### config.mk
export PLATFORM = sky130hd
export DESIGN_NAME = id_ex_pipe_reg
export DESIGN_NICKNAME = d
export VERILOG_FILES = /design/src/rtl/id_ex_pipe_reg.sv
export SDC_FILE = /design/constraint.sdc
export NUM_CORES = 1
export LEC_CHECK = 0
export CAP_MARGIN = 25
export CORE_MARGIN = 5
export CORE_UTILIZATION = 30
export CTS_CLUSTER_SIZE = 14
export DETAILED_ROUTE_END_ITERATION = 8
export HOLD_SLACK_MARGIN = 0.12
export PLACE_DENSITY = 0.69
export SYNTH_ARGS = -nofsm -noshare
export SYNTH_HDL_FRONTEND = slang
export SYNTH_SLANG_ARGS = --single-unit
### constraint.sdc
create_clock -name clk -period 0.85 [get_ports clk]
set_input_delay 0.17 -clock clk [delete_from_list [all_inputs] [get_ports clk]]
set_output_delay 0.17 -clock clk [all_outputs]
set_load 0.01 [all_outputs]
### src/rtl/id_ex_pipe_reg.sv
// rtl/id_ex_pipe_reg.sv - ID/EX pipeline register with stall hold and flush bubble
// Optional statistics counters: define ID_EX_STATS_EN.
module id_ex_pipe_reg #(
  parameter int DW = 32,
  parameter int RW = 5
) (
  input  logic          clk,
  input  logic          rst_n,
  input  logic          stall,
  input  logic          flush,
  input  logic          id_valid,
  input  logic [DW-1:0] id_pc4,
  input  logic [DW-1:0] id_rd1,
  input  logic [DW-1:0] id_rd2,
  input  logic [DW-1:0] id_imm,
  input  logic [RW-1:0] id_rs,
  input  logic [RW-1:0] id_rt,
  input  logic [RW-1:0] id_rd,
  input  logic [9:0]    id_ctrl,
  output logic          ex_valid,
  output logic [DW-1:0] ex_pc4,
  output logic [DW-1:0] ex_rd1,
  output logic [DW-1:0] ex_rd2,
  output logic [DW-1:0] ex_imm,
  output logic [RW-1:0] ex_rs,
  output logic [RW-1:0] ex_rt,
  output logic [RW-1:0] ex_rd,
  output logic          ex_reg_write,
  output logic          ex_mem_to_reg,
  output logic          ex_mem_read,
  output logic          ex_mem_write,
  output logic          ex_branch,
  output logic          ex_reg_dst,
  output logic          ex_alu_src,
  output logic [1:0]    ex_alu_op,
  output logic          ex_jump
`ifdef ID_EX_STATS_EN
  ,
  output logic [15:0]   bubble_cnt,
  output logic [15:0]   hold_cnt
`endif
);

  // A non-valid slot must never write registers or memory, so its control is zeroed.
  logic [9:0] ctrl_load;
  assign ctrl_load = id_valid ? id_ctrl : 10'd0;

  // Pipeline state: reset clears, flush inserts a bubble, stall holds, otherwise load.
  always_ff @(posedge clk or negedge rst_n) begin
    if (!rst_n) begin
      ex_valid      <= 1'b0;
      ex_pc4        <= '0;
      ex_rd1        <= '0;
      ex_rd2        <= '0;
      ex_imm        <= '0;
      ex_rs         <= '0;
      ex_rt         <= '0;
      ex_rd         <= '0;
      ex_reg_write  <= 1'b0;
      ex_mem_to_reg <= 1'b0;
      ex_mem_read   <= 1'b0;
      ex_mem_write  <= 1'b0;
      ex_branch     <= 1'b0;
      ex_reg_dst    <= 1'b0;
      ex_alu_src    <= 1'b0;
      ex_alu_op     <= 2'b00;
      ex_jump       <= 1'b0;
    end else if (flush) begin
      ex_valid      <= 1'b0;
      ex_pc4        <= '0;
      ex_rd1        <= '0;
      ex_rd2        <= '0;
      ex_imm        <= '0;
      ex_rs         <= '0;
      ex_rt         <= '0;
      ex_rd         <= '0;
      ex_reg_write  <= 1'b0;
      ex_mem_to_reg <= 1'b0;
      ex_mem_read   <= 1'b0;
      ex_mem_write  <= 1'b0;
      ex_branch     <= 1'b0;
      ex_reg_dst    <= 1'b0;
      ex_alu_src    <= 1'b0;
      ex_alu_op     <= 2'b00;
      ex_jump       <= 1'b0;
    end else if (!stall) begin
      ex_valid      <= id_valid;
      ex_pc4        <= id_pc4;
      ex_rd1        <= id_rd1;
      ex_rd2        <= id_rd2;
      ex_imm        <= id_imm;
      ex_rs         <= id_rs;
      ex_rt         <= id_rt;
      ex_rd         <= id_rd;
      ex_reg_write  <= ctrl_load[9];
      ex_mem_to_reg <= ctrl_load[8];
      ex_mem_read   <= ctrl_load[7];
      ex_mem_write  <= ctrl_load[6];
      ex_branch     <= ctrl_load[5];
      ex_reg_dst    <= ctrl_load[4];
      ex_alu_src    <= ctrl_load[3];
      ex_alu_op     <= ctrl_load[2:1];
      ex_jump       <= ctrl_load[0];
    end
  end

`ifdef ID_EX_STATS_EN
  // Saturating counts of bubble edges and hold edges; flush wins over stall as above.
  always_ff @(posedge clk or negedge rst_n) begin
    if (!rst_n) begin
      bubble_cnt <= 16'd0;
      hold_cnt   <= 16'd0;
    end else if (flush) begin
      if (bubble_cnt != 16'hFFFF) bubble_cnt <= bubble_cnt + 16'd1;
    end else if (stall) begin
      if (hold_cnt != 16'hFFFF) hold_cnt <= hold_cnt + 16'd1;
    end
  end
`endif

endmodule

; Word level (Yosys, flattened, before mapping)
; Cells that the tools add are included.
[word_totals]
regBits = 154
in_bits = 158
out_inout_bits = 154
[classes]
n_eq_ne = 1
mux = 35
[ops]
columns = op, n
row1 = $mux W32, 8
row2 = $mux W5, 6
row3 = $mux W1, 18
row4 = $mux W10, 1
row5 = $mux W2, 2
row6 = $ne A2 B1 Y1 const B, 1

; Longest topological paths before layout
[depth]
depth_word = 3
ltp_mapped = 5

; Least setup slack after synthesis
; OpenSTA, ideal clock, no wires.
[synth_path]
path_type = input to register
from = input port stall
to = register ex_imm[0]
required_ns = 0.718
stages = 5
setup_time_ns = 0.132
path_slack_ns = -0.095
t_arrival_ns = 0.813
path_buffers = 3
path_cell_list = buf_4 -> buf_12 -> buf_12 -> mux2i_1 -> nor2_1
[synth_between]
elab_chain_len = 1
[synth_lines]
columns = element, line
row1 = from (decl), 9  ; input logic stall,
row2 = $ne A2 B1 Y1 (no source line), --
row3 = to (signal assigned), 91  ; ex_imm <= id_imm;
row4 = to (decl), 24  ; output logic [DW-1:0] ex_imm,
; Every way passes these cells.
; A chain may end at the register's enable or synchronous reset.

; Worst setup path after layout
[layout_path]
from = register ex_pc4[27]
to = output port ex_pc4[27]
[layout_lines]
columns = element, line
row1 = from (decl), 21  ; output logic [DW-1:0] ex_pc4,
row2 = from (signal assigned), 88  ; ex_pc4 <= id_pc4;
; No word-level cell between the ends.

==> flow_metrics.env <==
export IMPL_ys_seq_area_share_pct=60.7
export IMPL_post_route_util_pct=50.1
export IMPL_dp_hpwl_mm=13.6
export IMPL_placementRows=53
export IMPL_wirelength_mm=18.8
export IMPL_wl_per_cell_um=16.3
export IMPL_timing_final_crit_share_pct=133
export IMPL_io_buffer_count=311
export IMPL_grt_max_degree=78
export IMPL_antenna_found_initial=0
export IMPL_viasPerCell=4.32
export IMPL_cp_cell_sequence="buf_6"
export IMPL_grtUsageTotal_pct=15.3
export IMPL_yosysUniqueCellTypes=15
export IMPL_drc=0
export IMPL_antenna_cells=0
export IMPL_drv_slew=0
export IMPL_power_internal_uw=14200
export IMPL_seqPwrFrac_pct=42.4
export IMPL_rr_worst_depth=4
export IMPL_slowest_delay_ps=410
export IMPL_skew_ps=0
export IMPL_crit_path_start="ex_pc4[27]"
export IMPL_start_util_pct=30.3
export IMPL_cts_htree_levels=4
export IMPL_failed_checks="negative setup slack"
export IMPL_critical_path_slowest_cell="dfrtp_1"
export IMPL_fp_dieArea_um2=24200
export IMPL_setup_violations=157
export IMPL_rsz0062_at_grt="true"
export IMPL_dp_slack_ps=-450
export IMPL_root_buffer="clkbuf_16"
export IMPL_vdd_ir_drop_max_mv=1.21
export IMPL_path_buf_inv=1
export IMPL_overflow=0
export IMPL_drive_above_1_share_pct=30.2
export IMPL_clock_power_share_pct=41.1
export IMPL_ys_warn_count=0
export IMPL_synth_top_cell_area_share_pct=60.7
export IMPL_comb_power_share_pct=16.5
export IMPL_synth_area_leaders="dfrtp_1 61%, mux2i_1 23%, nor2_1 8.5%"
export IMPL_endpoint_kind="output pin"
export IMPL_swShare_pct=24.5
export IMPL_powerDensity_nw_per_um2=1800
export IMPL_synth_nets=650
export IMPL_globalplace_congestion=0.737
export IMPL_area_growth_pct=65.3
export IMPL_hold_path_class="in -> async"
export IMPL_synthCells=492
export IMPL_synth_area_leader_cell="dfrtp_1"
export IMPL_grt_first_pass_wirelength_mm=29.5
export IMPL_fp_dieW_um=155
export IMPL_avgSynthCellArea_um2=12.9
export IMPL_p_switching_uw=4620
export IMPL_fin_crit_ps=1130
export IMPL_cts_sinks=154
export IMPL_r2r_start="ex_rd1[20]"
export IMPL_firstDrtPassIters=4
export IMPL_grt_pass1_vias=5208
export IMPL_worstPathMaxFanout=2
export IMPL_vias=4988
export IMPL_final_antenna_net_count=0
export IMPL_clk_latency_ps=410
export IMPL_rrSetupSlack_ps=-70
export IMPL_ys_seq_elements=154
export IMPL_start_kind="flop"
export IMPL_status="complete, but fails checks"
export IMPL_clk_pin_slew_worst_paths_ps=70
export IMPL_max_freq_mhz=887
export IMPL_cp_top_family="flip-flops"
export IMPL_max_cap_violations=0
export IMPL_leakage_uw=0.00541
export IMPL_die_h_um=155
export IMPL_arrival_ps=960
export IMPL_worst_slack_ps=-277
export IMPL_crit_required_ps=680
export IMPL_clock_path_buffers=2
export IMPL_cts_tree="done"
export IMPL_finish_net_count=1026
export IMPL_syn_cell_area_um2=6340
export IMPL_rr_endpoint="ex_rd1[20]"
export IMPL_hold_viol=0
export IMPL_top_level_ports=312
export IMPL_cts_buffers=17
export IMPL_relSlewSlack_pct=75.7
export IMPL_drtIter0Drc=222
export IMPL_critical_path_class="reg -> out"
export IMPL_worstMarginPinSlew_ps=364
export IMPL_core_area_um2=21000
worst max path at each step:
stage | cells after the start | endpoint | slack (ps)
global route | 1 | ex_rt[0] | -330
CTS | 1 | ex_rt[0] | -310
global placement | 4 | ex_mem_write | -440
finish | 1 | ex_pc4[27] | -280
detailed placement | 4 | ex_mem_to_reg | -450
floorplan | 5 | ex_imm[0] | -60
layer usage:
| layer | global-route usage, % | vias up | wire length [um] |
|---|---|---|---|
| met5 | 0 | - | 0 |
| met2 | 26.0 | 171 | 9600 |
| met3 | 4.31 | 17 | 1400 |
| met4 | 4.54 | 0 | 234 |
| met1 | 19.1 | 2398 | 7550 |
| li1 | - | 2402 | - |
final cells by class:
cell class                      instances  area [um^2]
Clock buffer                           19          433
Clock inverter                         12          164
Fill cell                            1952        10500
Inverter                                1         3.75
Multi-Input combinational cell        302         2100
Sequential cell                       154         3850
Tap cell                              275          344
Timing Repair Buffer                  392         3590
power groups by stage:
stage | sequential [uW] | combinational (uW) | clock (uW)
after detailed placement | 8080 | 3160 | 0
after CTS | 7960 | 3010 | 8050
after global routing | 8040 | 3380 | 8340
final | 7980 | 3110 | 7750
after floorplan | 8270 | 1000 | 0
after global placement | 8060 | 3140 | 0
cells in the final DEF (no fill, tap or decap), types with 2 or more instances in the layout:
cell type        synthesis  routed
a32o_1                   9       9
buf_12                  13       8
buf_2                    7      79
buf_4                    3      55
buf_6                    0      93
bufinv_16                0       3
clkbuf_1                 9       2
clkbuf_16                0      17
clkdlybuf4s50_1          0     153
clkinvlp_4               0       4
dfrtp_1                154     154
dlygate4sd3_1            0       2
inv_6                    0       4
mux2i_1                144     144
nor2_1                 144     144
nor2b_1                  2       2
stage by stage:
stage                     hold slack, ps  area [um^2]  total power (uW)  setup TNS (ps)  std cells
after floorplan                     -126         6350              9270           -6280        492
after global placement              50.4         9830             11200          -61420       1084
after detailed placement            46.3         9830             11200          -63800       1084
after CTS                            164        10100             19000          -42950       1135
after global routing                 184        10500             19700          -46410       1155
final                                184        10500             18800          -38110       1155
synthesized netlist by cell type, drive strengths merged:
cell type,instances
a21oi,1
a32o,9
buf,25
clkbuf,10
dfrtp,154
inv,1
mux2i,144
nand2,1
nand3b,1
nor2,144
nor2b,2
kinds of logic after synthesis:
logic type             Yosys count  synth area share [%]
AOI/OAI and AO/OA               10                  1.50
DFF                            154                  60.7
and+or+nand+nor                148                  8.89
muxes                          144                  22.7
buffers and inverters           36                  6.15
repair_timing:
| item | 4_1_cts | 5_1_grt |
|---|---|---|
| setup buffers | 18 | 31 |
| gates resized for setup | 680 | 39 |
| pin swaps | 2 | 18 |
| setup endpoints to repair | 156 | 180 |
| endpoints found under the hold margin | 156 | 0 |
| hold buffers | 2 | 0 |
Note: power is estimated with default switching activity, not from simulation.
